**config.mk**
```make
export PLATFORM = sky130hd
export DESIGN_NAME = pixel_stream_source
export DESIGN_NICKNAME = d
export VERILOG_FILES = /design/src/rtl/pixel_stream_source.sv
export SDC_FILE = /design/constraint.sdc
export NUM_CORES = 1
export LEC_CHECK = 0
export ABC_AREA = 1
export BUFFER_PORTS_ARGS = -buffer_cell sky130_fd_sc_hd__buf_4
export CAP_MARGIN = 10
export CORE_ASPECT_RATIO = 1.1
export CORE_MARGIN = 2
export CORE_UTILIZATION = 50
export CTS_BUF_LIST = sky130_fd_sc_hd__clkbuf_16
export DETAILED_ROUTE_END_ITERATION = 6
export PLACE_DENSITY = 0.7
export RECOVER_POWER = 100
export SETUP_SLACK_MARGIN = 0.02
export SLEW_MARGIN = 5
export SYNTH_ARGS = -nofsm -noshare
export SYNTH_HDL_FRONTEND = slang
export SYNTH_SLANG_ARGS = --single-unit
```
**constraint.sdc**
```tcl
create_clock -name clk -period 3.3 [get_ports clk]
set_input_delay 0.99 -clock clk [delete_from_list [all_inputs] [get_ports clk]]
set_output_delay 0.99 -clock clk [all_outputs]
set_load 0.01 [all_outputs]
```
**src/rtl/pixel_stream_source.sv**
```systemverilog
// rtl/pixel_stream_source.sv - registered raster pixel-stream source with selectable test patterns
module pixel_stream_source #(
    parameter int          DATA_WIDTH = 12,
    parameter int          IMG_WIDTH  = 100,
    parameter int          PORCH      = 10,
    parameter int          IMG_HEIGHT = 4,
    parameter logic [15:0] LFSR_SEED  = 16'hACE1
) (
    input  logic                  clk,
    input  logic                  rst,
    input  logic                  ce,
    input  logic                  start,
    input  logic [1:0]            pattern_sel,
    output logic                  busy,
    output logic                  done,
    output logic                  de_img,
    output logic [DATA_WIDTH-1:0] data_out,
    output logic [11:0]           col,
    output logic [11:0]           row,
    output logic                  sof,
    output logic                  eol
);

    localparam logic [11:0] LAST_ACT = 12'(IMG_WIDTH - 1);
    localparam logic [11:0] LAST_COL = 12'(IMG_WIDTH + PORCH - 1);
    localparam logic [11:0] LAST_ROW = 12'(IMG_HEIGHT - 1);

    typedef enum logic [1:0] {
        S_IDLE   = 2'd0,
        S_ACTIVE = 2'd1,
        S_BLANK  = 2'd2
    } state_t;

    state_t                  state, state_n;
    logic [11:0]             col_n, row_n;
    logic [1:0]              pat, pat_n;
    logic [15:0]             lfsr, lfsr_n;
    logic                    done_n, sof_n, eol_n, de_n, line_end;
    logic [DATA_WIDTH-1:0]   data_n, pix;

    // Fibonacci form, taps 16,14,13,11, shifting toward the MSB.
    function automatic logic [15:0] lfsr_step(input logic [15:0] l);
        return {l[14:0], l[15] ^ l[13] ^ l[12] ^ l[10]};
    endfunction

    assign busy   = (state != S_IDLE);
    assign de_img = (state == S_ACTIVE);

    always_comb begin
        line_end = ((state == S_ACTIVE) && (col == LAST_ACT) && (PORCH == 0)) ||
                   ((state == S_BLANK) && (col == LAST_COL));
    end

    always_comb begin
        state_n = state;
        col_n   = col;
        row_n   = row;
        pat_n   = pat;
        lfsr_n  = lfsr;
        done_n  = 1'b0;

        case (state)
            S_IDLE: begin
                if (start) begin
                    state_n = S_ACTIVE;
                    col_n   = 12'd0;
                    row_n   = 12'd0;
                    pat_n   = pattern_sel;
                end
            end
            S_ACTIVE, S_BLANK: begin
                if (line_end) begin
                    col_n = 12'd0;
                    if (row == LAST_ROW) begin
                        state_n = S_IDLE;
                        row_n   = 12'd0;
                        done_n  = 1'b1;
                    end else begin
                        state_n = S_ACTIVE;
                        row_n   = row + 12'd1;
                    end
                end else begin
                    col_n = col + 12'd1;
                    if ((state == S_ACTIVE) && (col == LAST_ACT))
                        state_n = S_BLANK;
                end
            end
            default: begin
                state_n = S_IDLE;
                col_n   = 12'd0;
                row_n   = 12'd0;
            end
        endcase

        de_n = (state_n == S_ACTIVE);

        // lfsr holds the value of the most recent active pixel, so porch cycles leave it untouched.
        if ((state == S_IDLE) && start)
            lfsr_n = LFSR_SEED;
        else if (de_n)
            lfsr_n = lfsr_step(lfsr);

        case (pat_n)
            2'd0:    pix = DATA_WIDTH'(((32'(row_n) + 32'd1) << 8) + 32'(col_n) + 32'd1);
            2'd1:    pix = DATA_WIDTH'(col_n);
            2'd2:    pix = {DATA_WIDTH{col_n[0] ^ row_n[0]}};
            default: pix = DATA_WIDTH'(lfsr_n);
        endcase

        data_n = de_n ? pix : '0;
        sof_n  = de_n && (row_n == 12'd0) && (col_n == 12'd0);
        eol_n  = de_n && (col_n == LAST_ACT);
    end

    always_ff @(posedge clk) begin
        if (!rst) begin
            state    <= S_IDLE;
            col      <= 12'd0;
            row      <= 12'd0;
            pat      <= 2'd0;
            lfsr     <= LFSR_SEED;
            done     <= 1'b0;
            sof      <= 1'b0;
            eol      <= 1'b0;
            data_out <= '0;
        end else if (ce) begin
            state    <= state_n;
            col      <= col_n;
            row      <= row_n;
            pat      <= pat_n;
            lfsr     <= lfsr_n;
            done     <= done_n;
            sof      <= sof_n;
            eol      <= eol_n;
            data_out <= data_n;
        end
    end

endmodule

```
* Word level (Yosys, flattened, before mapping)
Cells that the tools add are included.
** Storage, ports and cells
- Register bits :: 59
** Operators by class
- Bitwise logic cells :: 4
- Eq/ne operators :: 9
- Add/sub/neg operators :: 5
- Reductions and logical operators :: 14
- Multiplexer cells :: 21
** Operator list (count)
- 2-to-1 mux 12 bit :: 6
- case mux 12 bit (2 select lines) :: 2
- adder 12 x 1 -> 12 bit (second input constant) :: 3
- equality test 12 x 7 -> 1 bit (second input constant) :: 3
- case mux 12 bit (3 select lines) :: 1
- 2-to-1 mux 16 bit :: 2
- logical NOT 12 bit :: 2
- adder 12 bit :: 1
- equality test 12 x 2 -> 1 bit (second input constant) :: 1
- 2-to-1 mux 2 bit :: 5
- equality test 2 x 1 -> 1 bit (second input constant) :: 3
- logical AND 1 bit :: 6
- adder 4 x 1 -> 4 bit (second input constant) :: 1
- equality test 2 bit (second input constant) :: 2
- logical NOT 2 bit :: 2
- 2-to-1 mux 1 bit :: 4
- case mux 2 bit (2 select lines) :: 1
- nonzero test 2 bit :: 2
- XOR 1 bit :: 4
- AND reduction 2 bit :: 1
- OR reduction 2 bit :: 1

* Depth between registers and ports, before layout
Gate-level depths: netlist (run 1).
- Depth after elaboration :: 10
- Mapped depth :: 25
- Depth with buffers taken out :: 25

* Worst setup path before layout (run 1)
Ideal clock, no wire load.
- Path kind :: in2reg
- From :: input port start
- To :: register data_out[11]
- Required time :: 3166 ps
- Arrival time :: 2881 ps
- Slack :: 286 ps
- Buffers on the path :: 1
- Cell stages on the path :: 17
- Cells stage by stage :: nor2_1 buf_2 nand2_1 nand2_4 nand2_2 ha_1 ha_1 a21oi_1 nor2_1 nor2_1 nand2_1 inv_1 nand2_1 nand3_1 nand2_1 nand2_1 a21oi_1
** Between the ends
- Longest elaborated chain between the ends :: 7
** Ends and longest elaborated chain
- start: declaration :: RTL line 12 : input logic start,
- 2-to-1 mux 12 bit / 2-to-1 mux 2 bit (equally long branches) :: RTL line 64 : if (start) begin
- case mux 12 bit (2 select lines) / case mux 2 bit (2 select lines) (equally long branches) :: RTL line 62 : case (state)
- adder 4 x 1 -> 4 bit / equality test 2 x 1 -> 1 bit (equally long branches) :: RTL line 104, 95
- adder 12 bit / 2-to-1 mux 16 bit (equally long branches) :: RTL line 104, 100
- adder 12 x 1 -> 12 bit / 2-to-1 mux 16 bit (equally long branches) :: RTL line 104, 98
- case mux 12 bit (3 select lines) :: RTL line 103 : case (pat_n)
- 2-to-1 mux 12 bit (*) :: RTL line 110 : data_n = de_n ? pix : '0;
- end signal: assignment :: RTL line 135 : data_out <= data_n;
- end: declaration :: RTL line 17 : output logic [DATA_WIDTH-1:0] data_out,
Every way passes the cells marked *; elsewhere a longest branch is shown, timed or not. The select of a mux whose other input is x is not followed.
A chain may end at the register's enable or synchronous reset.

* Worst setup path in the final report (run 1)
- From :: input port start
- To :: register data_out[7]
** RTL lines
- 2-to-1 mux 12 bit (*) :: RTL line 64
- case mux 12 bit (2 select lines) (*) :: RTL line 62
- net col_n[0] :: RTL line 35 : logic [11:0] col_n, row_n;
- adder 12 bit :: RTL line 104 : 2'd0: pix = DATA_WIDTH'(((32'(row_n) + 32'd1) << 8) + 32'(col_n) + 32'd1);
- adder 12 x 1 -> 12 bit :: RTL line 104
- case mux 12 bit (3 select lines) (*) :: RTL line 103
- 2-to-1 mux 12 bit (*) :: RTL line 110
The timed path passes the listed nets; every way through them passes the cells marked *. The select of a mux whose other input is x is not followed.

==> results of run 1 <==
-- path summary, 6_finish.rpt --
kind / from / endpoint / slack [ns]
setup / recovery: start / data_out[7]$_SDFFE_PN0P_ / 0.22
hold / removal: data_out[6]$_SDFFE_PN0P_ / data_out[6]$_SDFFE_PN0P_ / 0.46
setup reg to reg: state[0]$_SDFFE_PN0P_ / data_out[11]$_SDFFE_PN0P_ / 0.25
hold reg to reg: data_out[6]$_SDFFE_PN0P_ / data_out[6]$_SDFFE_PN0P_ / 0.46
-- critical path: stages --
cell and delay (ns):
clkbuf_1 0.10, nor2_1 0.31, buf_4 0.22, o21ai_0 0.14, a21oi_4 0.18, buf_4 0.18, nand2_1 0.06, nor2_1 0.41
nand4_1 0.20, o21ai_0 0.21, o21ai_1 0.10, nand3_1 0.09, a21oi_1 0.07
-- flip-flops by register name, summed over array words and instances (netlist names), 2 cells and up --
signal and cells:
col 12, data_out 12, lfsr 16, pat 2, row 12, state 2
-- repair_timing --
| action | CTS | global route |
|---|---|---|
| setup endpoints to repair | 0 | 3 |
| setup buffers | 0 | 2 |
| resized for setup | 0 | 7 |
| hold buffers | 0 | 0 |
-- kinds of logic after synthesis --
family                   Yosys count  synth area share [%]
XOR/XNOR                          12                  2.42
buffers and inverters            106                  9.50
adder cells (fa/ha/maj)           14                  4.03
AND/OR/NAND/NOR                  322                  34.6
AO/OA/AOI/OAI                    172                  22.3
flip-flops                        59                  27.2
-- layer usage --
layer | up-vias | GRT usage, % | share of wire [%]
met2 | 213 | 48.0 | 46
met5 | - | 0 | 0
li1 | 2410 | - | -
met4 | 0 | 13.1 | 3.1
met3 | 30 | 4.24 | 6.9
met1 | 2149 | 38.9 | 44
-- layout by cell type (no fill, tap or decap), drive strengths merged --
cell | Yosys | routed
xnor2 | 2 | 2
clkinvlp | 0 | 2
o21bai | 1 | 1
a31o | 1 | 1
inv | 80 | 82
nor4 | 1 | 1
dfxtp | 59 | 59
nor3b | 1 | 1
o2111ai | 1 | 1
buf | 7 | 34
o21ai | 67 | 67
a21o | 1 | 1
nand3b | 2 | 2
nand4 | 16 | 16
o211ai | 7 | 7
clkinv | 1 | 3
xor2 | 10 | 10
o21a | 1 | 1
or2 | 2 | 2
a21oi | 80 | 80
a211oi | 7 | 7
o22ai | 6 | 6
clkbuf | 18 | 51
ha | 14 | 14
nor2 | 65 | 65
bufinv | 0 | 1
nor3 | 14 | 14
nand3 | 51 | 51
nand2 | 170 | 170
-- final cells by class --
type,instances,area (µm²),share of cell area [%]
sequential,59,1180,23.2
clock inverter,7,61.3,1.20
clock buffer,9,225,4.42
timing repair buffer,76,414,8.13
tap,111,139,2.73
multi-input combinational,520,2770,54.3
inverter,81,305,5.99
-- power groups by stage --
stage               logic [W]  registers, W  clock network [W]
finish               0.000632      0.000806           0.000928
global route         0.000703      0.000812           0.000968
CTS                  0.000643      0.000805           0.000935
detailed placement   0.000639      0.000820                  0
floorplan            0.000418      0.000827                  0
global placement     0.000633      0.000818                  0
-- through the flow --
stage          TNS (ns)  utilization, %  hold slack [ns]  setup WS [ns]  instances
2_1_floorplan         0               -            0.441          0.286        685
3_3_place_gp          0            58.6            0.452          0.109        845
3_5_place_dp     -0.100            58.6            0.458        -0.0868        845
4_1_cts               0            62.1            0.467         0.0938        861
5_1_grt               0            60.6            0.482        0.00350        863
6_report              0            60.6            0.462          0.221        863
==> impl_metrics.yaml, run 1 <==
status:
  status: "finished clean"
route:
  wl_per_cell_um: 15.8
  antenna_left: 0
  drt_wl_total_um: 13600
  via_count: 4802
  firstDrtPassIters: 5
  first_iter_violations: 309
  drcViolationCount: 0
  vias_per_cell: 5.56
synth:
  syn_area_per_cell_um2: 6.34
  netlist_top_cells_count: "nand2_1, a21oi_1, inv_1, dfxtp_1, nor2_1"
  yosysWarnings: 0
  synthesis.area_um2: 4340
  synth_ff_type: "dfxtp_1"
  yosys.area.top_type: "dfxtp_1"
  yosysMostFrequentCell: "nand2_1"
  async_flop_share_pct: 0
  ys_seq_area_share_pct: 27.2
  synth_fp_nets: 705
  ys_ff_latch: 59
  ys_types: 43
  synth_top_area_share_pct: 27.2
  synth_edf_count: 0
  synthTopCellsByArea: "dfxtp_1, nand2_1, a21oi_1"
  syn_inst: 685
timing:
  finalCritPeriodShare_pct: 93.3
  slew_headroom_pct: 27.3
  fmax_mhz: 325
  finalClockSkew_ns: 0.00935
  finalCriticalPeriod_ns: 3.08
  rsz0062_at_grt: "yes"
  setup_viol: 0
  slew_violations: 0
  final-hold-violation-count: 0
  worst_pin_slew_ns: 1.09
grt:
  gr-usage-all-layers_pct: 29.5
  grt_overflow: 0
  grt_pass1_wl_um: 22000
  grt_start_max_net_pins: 63
  grt_antenna_before_repair: 0
  first_global_vias: 4438
hold_path:
  holdPathStages: 2
  hold_path.class: "reg2reg"
setup_path:
  arrival_ns: 3.25
  crit_path_start_kind: "input port"
  r2r_cells: 23
  end_kind: "register"
  path_class: "in2reg"
  crit_path_max_fanout: 7
  critPathRequiredTime_ns: 3.47
cts:
  worstSkewPairLatency_ns: 0.33
  clkTransAtPathRegs_ns: 0.05
  ctsLongestPathBuffers: 2
  cts_max_level: 3
  cts_inserted_buffers: 9
  cts-root-buf: "clkbuf_16"
  cts_tree: "done"
  cts.sinks: 59
pwr:
  p_leak_nw: 2.17
  switching_share_pct: 34.5
  pwr-share-seq_pct: 34.0
  peakVddDrop_uv: 312
  combPwrFrac_pct: 26.7
  power_frac_clock_pct: 39.2
  p_int_w: 0.00155
  p_sw_w: 0.000816
  power_density_nw_per_um2: 464
  total_power_w: 0.00237
place:
  port_buffers: 46
  hpwl_um: 9880
  gp_congestion: 0.910
  place_area_um2: 4930
flow_run:
  maxCapViolCount: 0
floorplanning:
  start_util_pct: 51.7
  core_area_um2: 8410
  rows: 35
  ios: 47
  die_w_um: 92.9
  die_h_um: 102
  die_area_um2: 9450
layout:
  final_area_um2: 5090
  area_growth_pct: 17.3
  fill_cells: 870
  drive_gt1_share_pct: 13.0
  antennaDiodeCount: 0
  fin_nets: 767
No activity file was read; power rests on OpenSTA's default activity.
==> run 2, diff against run 1 <==
- CORE_UTILIZATION: 50 -> 40
- PLACE_DENSITY: 0.7 -> default
==> impl_metrics.yaml, run 2 (synthesis gave the netlist of run 1 again) <==
status:
  status: "finished clean"
setup_path:
  critPathRequiredTime_ns: 3.47
  path_class: "reg2reg"
  crit_path_start_kind: "register"
  crit_path_max_fanout: 6
  end_kind: "register"
  r2r_slack_ns: 0.28
  arrival_ns: 3.19
floorplanning:
  ios: 47
  die_w_um: 103
  die_h_um: 113
  core_area_um2: 10500
  start_util_pct: 41.4
  rows: 39
  die_area_um2: 11700
route:
  drcViolationCount: 0
  wl_per_cell_um: 15.4
  antenna_left: 0
  vias_per_cell: 5.41
  via_count: 4872
  first_iter_violations: 353
  drt_wl_total_um: 13900
  firstDrtPassIters: 5
layout:
  drive_gt1_share_pct: 14.5
  largest_register: "lfsr"
  fill_cells: 1124
  fin_nets: 773
  largest_reg_flops: 16
  final_common_cell: "nand2_1"
  fin_cells: 901
  antennaDiodeCount: 0
  final_cell_mix: "nand2_1, a21oi_1, inv_1, o21ai_0, dfxtp_1"
  area_growth_pct: 20.2
cts:
  cts.sinks: 59
  cts_inserted_buffers: 9
  worstSkewPairLatency_ns: 0.34
  hold_buffers: 0
  clkTransAtPathRegs_ns: 0.05
  ctsLongestPathBuffers: 2
  cts-root-buf: "clkbuf_16"
  cts_tree: "done"
  cts_max_level: 3
pwr:
  combPwrFrac_pct: 26.1
  p_int_w: 0.00164
  peakVddDrop_uv: 295
  p_sw_w: 0.000821
  switching_share_pct: 33.4
  pwr-share-seq_pct: 32.7
  power_frac_clock_pct: 41.2
  p_leak_nw: 2.22
  power_density_nw_per_um2: 471
grt:
  gr-usage-all-layers_pct: 24.8
  grt_util_met1_pct: 33.1
  grt_pass1_wl_um: 22800
  first_global_vias: 4584
  grt_antenna_before_repair: 0
  grt_use_met2_pct: 38.8
  grt_overflow: 0
  grt_start_max_net_pins: 63
  grt_util_met3_pct: 3.71
  grt.busiest_layer: "met2"
timing:
  finalCritPeriodShare_pct: 91.4
  fin_setup_tns_ns: 0
  fmax_mhz: 331
  rsz0062_at_grt: "no"
  worst_pin_slew_ns: 1.14
  finalClockSkew_ns: 0.00518
  slew_headroom_pct: 23.8
  final-hold-violation-count: 0
  finalCriticalPeriod_ns: 3.02
  setup_viol: 0
  slew_violations: 0
place:
  dpl.cell_count: 882
  gp_congestion: 0.927
  port_buffers: 46
  hpwl_um: 10300
hold_path:
  hold_path.class: "reg2reg"
flow_run:
  maxCapViolCount: 0
==> run 2: cell types whose count changed in the layout (fill, tap and decap cells not counted), sizes merged <==
cell | previous run | this run
bufinv | 1 | 2
clkinv | 3 | 5
buf | 34 | 40
inv | 82 | 80
clkinvlp | 2 | 1
==> run 2: metal layers <==
layer	routed length (µm)	vias up
met5	0	-
met3	771	39
met4	505	0
met2	6470	169
met1	6160	2252
li1	-	2412
==> run 2: worst paths after layout <==
path,startpoint,endpoint,depth (start not counted)
min,data_out[2]$_SDFFE_PN0P_,data_out[2]$_SDFFE_PN0P_,2
min reg2reg,data_out[2]$_SDFFE_PN0P_,data_out[2]$_SDFFE_PN0P_,2
max,col[1]$_SDFFE_PN0P_,data_out[11]$_SDFFE_PN0P_,22
max reg2reg,col[1]$_SDFFE_PN0P_,data_out[11]$_SDFFE_PN0P_,22
==> run 2: repair_timing <==
item,4_1_cts,5_1_grt
endpoints found under the hold margin,0,0
buffers inserted,0,3
resized for setup,0,10
endpoints found under the setup margin,0,2
==> run 2: final cells by class <==
cell class	instances	area, µm²	area share (%)
clock buffer	9	225	4.31
clock inverter	7	92.6	1.77
inverter	81	305	5.85
multi-input combinational	520	2770	53.1
sequential	59	1180	22.7
tap	143	179	3.43
timing repair buffer	82	464	8.89
==> run 2: power by group through the flow <==
stage	logic, W	registers (W)	clock network (W)
2_1_floorplan	0.000418	0.000827	0
3_3_place_gp	0.000652	0.000817	0
3_5_place_dp	0.000657	0.000818	0
4_1_cts	0.000660	0.000803	0.00103
5_1_grt	0.000718	0.000811	0.00106
6_report	0.000642	0.000804	0.00101
==> run 2: stage by stage <==
step / utilization [%] / area, µm² / setup WS [ns] / total power (W) / hold WS, ns
6_report: 49.8 / 5220 / 0.283 / 0.00246 / 0.463
5_1_grt: 49.8 / 5220 / 0.00343 / 0.00259 / 0.487
4_1_cts: 50.8 / 5330 / 0.108 / 0.00249 / 0.466
3_5_place_dp: 47.7 / 5010 / 0.0123 / 0.00147 / 0.457
3_3_place_gp: 47.7 / 5010 / 0.0597 / 0.00147 / 0.456
2_1_floorplan: - / 4340 / 0.286 / 0.00125 / 0.441
==> run 2: worst max-delay path, stage by stage (launching register included) <==
cell and delay (ns):
dfxtp_1 0.31, inv_1 0.05, ha_1 0.24, nand2_2 0.10, nor2_4 0.18, nand3_4 0.14, nand2_4 0.14, nand2_2 0.08
nand3_1 0.07, nand2_1 0.07, buf_4 0.15, ha_1 0.18, xor2_1 0.16, ha_1 0.32, nand2_1 0.06, nor2_1 0.11
nand3_1 0.08, nand2_1 0.10, nand3_1 0.08, nand3_1 0.08, nand2_1 0.05, nand2_1 0.05, a21oi_1 0.05
==> run 3, diff against run 2 <==
--- a/config.mk
+++ b/config.mk
@@ -9,4 +9,6 @@
 export BUFFER_PORTS_ARGS = -buffer_cell sky130_fd_sc_hd__buf_4
 export CAP_MARGIN = 10
+export CELL_PAD_IN_SITES_DETAIL_PLACEMENT = 0
+export CELL_PAD_IN_SITES_GLOBAL_PLACEMENT = 1
 export CORE_ASPECT_RATIO = 1.1
 export CORE_MARGIN = 2
@@ -14,4 +16,5 @@
 export CTS_BUF_LIST = sky130_fd_sc_hd__clkbuf_16
 export DETAILED_ROUTE_END_ITERATION = 6
+export PLACE_DENSITY_LB_ADDON = 0.1
 export RECOVER_POWER = 100
 export SETUP_SLACK_MARGIN = 0.02
==> constraint.sdc (replaced) <==
create_clock -name clk -period 3.3 [get_ports clk]
set_input_delay 0.33 -clock clk [delete_from_list [all_inputs] [get_ports clk]]
set_output_delay 0.33 -clock clk [all_outputs]
set_load 0.01 [all_outputs]
==> impl_metrics.yaml, run 3 (synthesis gave the netlist of run 1 again) <==
layout:
  antennaDiodeCount: 0
  drive_gt1_share_pct: 13.0
  area_growth_pct: 17.1
  fin_cells: 883
  fin_util_pct: 48.5
  fin_nets: 756
  final_area_um2: 5090
  final_cell_mix: "nand2_1, a21oi_1, inv_1, dfxtp_1, nor2_1"
  largest_reg_flops: 16
  largest_register: "lfsr"
  final_common_cell: "nand2_1"
hold_path:
  hold_path.class: "in2reg"
grt:
  grt_overflow: 0
  grt_start_max_net_pins: 63
  gr-usage-all-layers_pct: 25.0
  grt_antenna_before_repair: 0
  grt_pass1_wl_um: 22600
  first_global_vias: 4404
floorplanning:
  core_area_um2: 10500
  rows: 39
  start_util_pct: 41.4
  die_area_um2: 11700
  ios: 47
  die_w_um: 103
  die_h_um: 113
pwr:
  p_leak_nw: 2.13
  peakVddDrop_uv: 294
  power_density_nw_per_um2: 477
cts:
  cts_tree: "done"
  cts_inserted_buffers: 9
  hold_buffers: 0
  cts-root-buf: "clkbuf_16"
  worstSkewPairLatency_ns: 0.33
  ctsLongestPathBuffers: 2
  clkTransAtPathRegs_ns: 0.06
  cts.sinks: 59
  cts_max_level: 3
timing:
  finalClockSkew_ns: 0.00820
  slew_headroom_pct: 24.9
  finalCritPeriodShare_pct: 92.3
  fin_setup_tns_ns: 0
  fmax_mhz: 328
  worst_pin_slew_ns: 1.13
  slew_violations: 0
  setup_viol: 0
  hold_ws_ns: 0.355
  final-hold-violation-count: 0
  finalCriticalPeriod_ns: 3.04
place:
  port_buffers: 46
  dpl.cell_count: 866
  hpwl_um: 10300
  place_area_um2: 4890
  gp_congestion: 0.908
route:
  via_count: 4642
  antenna_left: 0
  firstDrtPassIters: 5
  vias_per_cell: 5.26
  first_iter_violations: 198
  wl_per_cell_um: 16.1
  drcViolationCount: 0
  drt_wl_total_um: 14200
setup_path:
  crit_path_start_kind: "register"
  path_common_cell: "nand2_1"
  crit_path_max_fanout: 5
  path_class: "reg2reg"
  arrival_ns: 3.20
  path_buf_inv: 3
  end_kind: "register"
  critPathTopFamily: "simple AND/OR/NAND/NOR gates"
  cp_cell_sequence: "inv_2, ha_2, nand2_1, nor2_4, nand3_4, clkinv_2, nand2_2, nand3_2, nand2_4, nand2_2, inv_2, ha_1, xor2_1, ha_1, nand2_1, nor2_1, nand3_1, nand2_1, nand3_1, nand3_1, nand2_1, nand2_1, a21oi_1"
  critPathMaxStageDelay_ns: 0.35
  cpMaxStageDelayCell: "dfxtp_2"
  critPathRequiredTime_ns: 3.46
flow_run:
  maxCapViolCount: 0
status:
  status: "finished clean"
run 3: changes by cell type in the layout (fill, tap and decap cells not counted), sizes merged:
cell    change
clkbuf      -4
clkinv      -1
buf        -13
run 3: metal layers:
| layer | part of all wire (%) | vias to the layer above | global-route usage, % |
|---|---|---|---|
| met5 | 0 | - | 0 |
| met4 | 2.9 | 0 | 10.7 |
| met3 | 4.7 | 29 | 3.64 |
| met2 | 48 | 137 | 39.7 |
| met1 | 45 | 2099 | 33.4 |
| li1 | - | 2377 | - |
run 3: path summary, 6_finish.rpt:
check,to,startpoint,cells after the start,slack [ns]
max,data_out[11]$_SDFFE_PN0P_,state[0]$_SDFFE_PN0P_,23,0.26
min,lfsr[13]$_SDFFE_PN1P_,rst,2,0.36
max reg2reg,data_out[11]$_SDFFE_PN0P_,state[0]$_SDFFE_PN0P_,23,0.26
min reg2reg,lfsr[15]$_SDFFE_PN1P_,lfsr[14]$_SDFFE_PN0P_,2,0.47
run 3: per-stage QoR:
| step | setup slack, ns | total power (W) |
|---|---|---|
| 2_1_floorplan | 0.498 | 0.00125 |
| 3_3_place_gp | 0.249 | 0.00145 |
| 3_5_place_dp | 0.144 | 0.00146 |
| 4_1_cts | 0.140 | 0.00246 |
| 5_1_grt | -0.0221 | 0.00255 |
| 6_report | 0.256 | 0.00243 |
run 3: power breakdown:
group	internal (W)	leakage, nW	switching, W	total (W)
Clock	0.000651	0.149	0.000345	0.000996
Sequential	0.000762	0.485	0.0000479	0.000810
Combinational	0.000202	1.50	0.000418	0.000620
run 3: layout make-up:
type                            instances  area (µm²)
Clock buffer                            9         225
Clock inverter                          6        81.3
Fill cell                            1138        5400
Inverter                               81         305
Multi-Input combinational cell        520        2770
Sequential cell                        59        1180
Tap cell                              143         179
Timing Repair Buffer                   65         345
run 3: timing repair:
action,CTS,global route
gates resized for setup,0,9
endpoints found under the setup margin,0,4
hold endpoints to repair,0,0
setup buffers,0,2
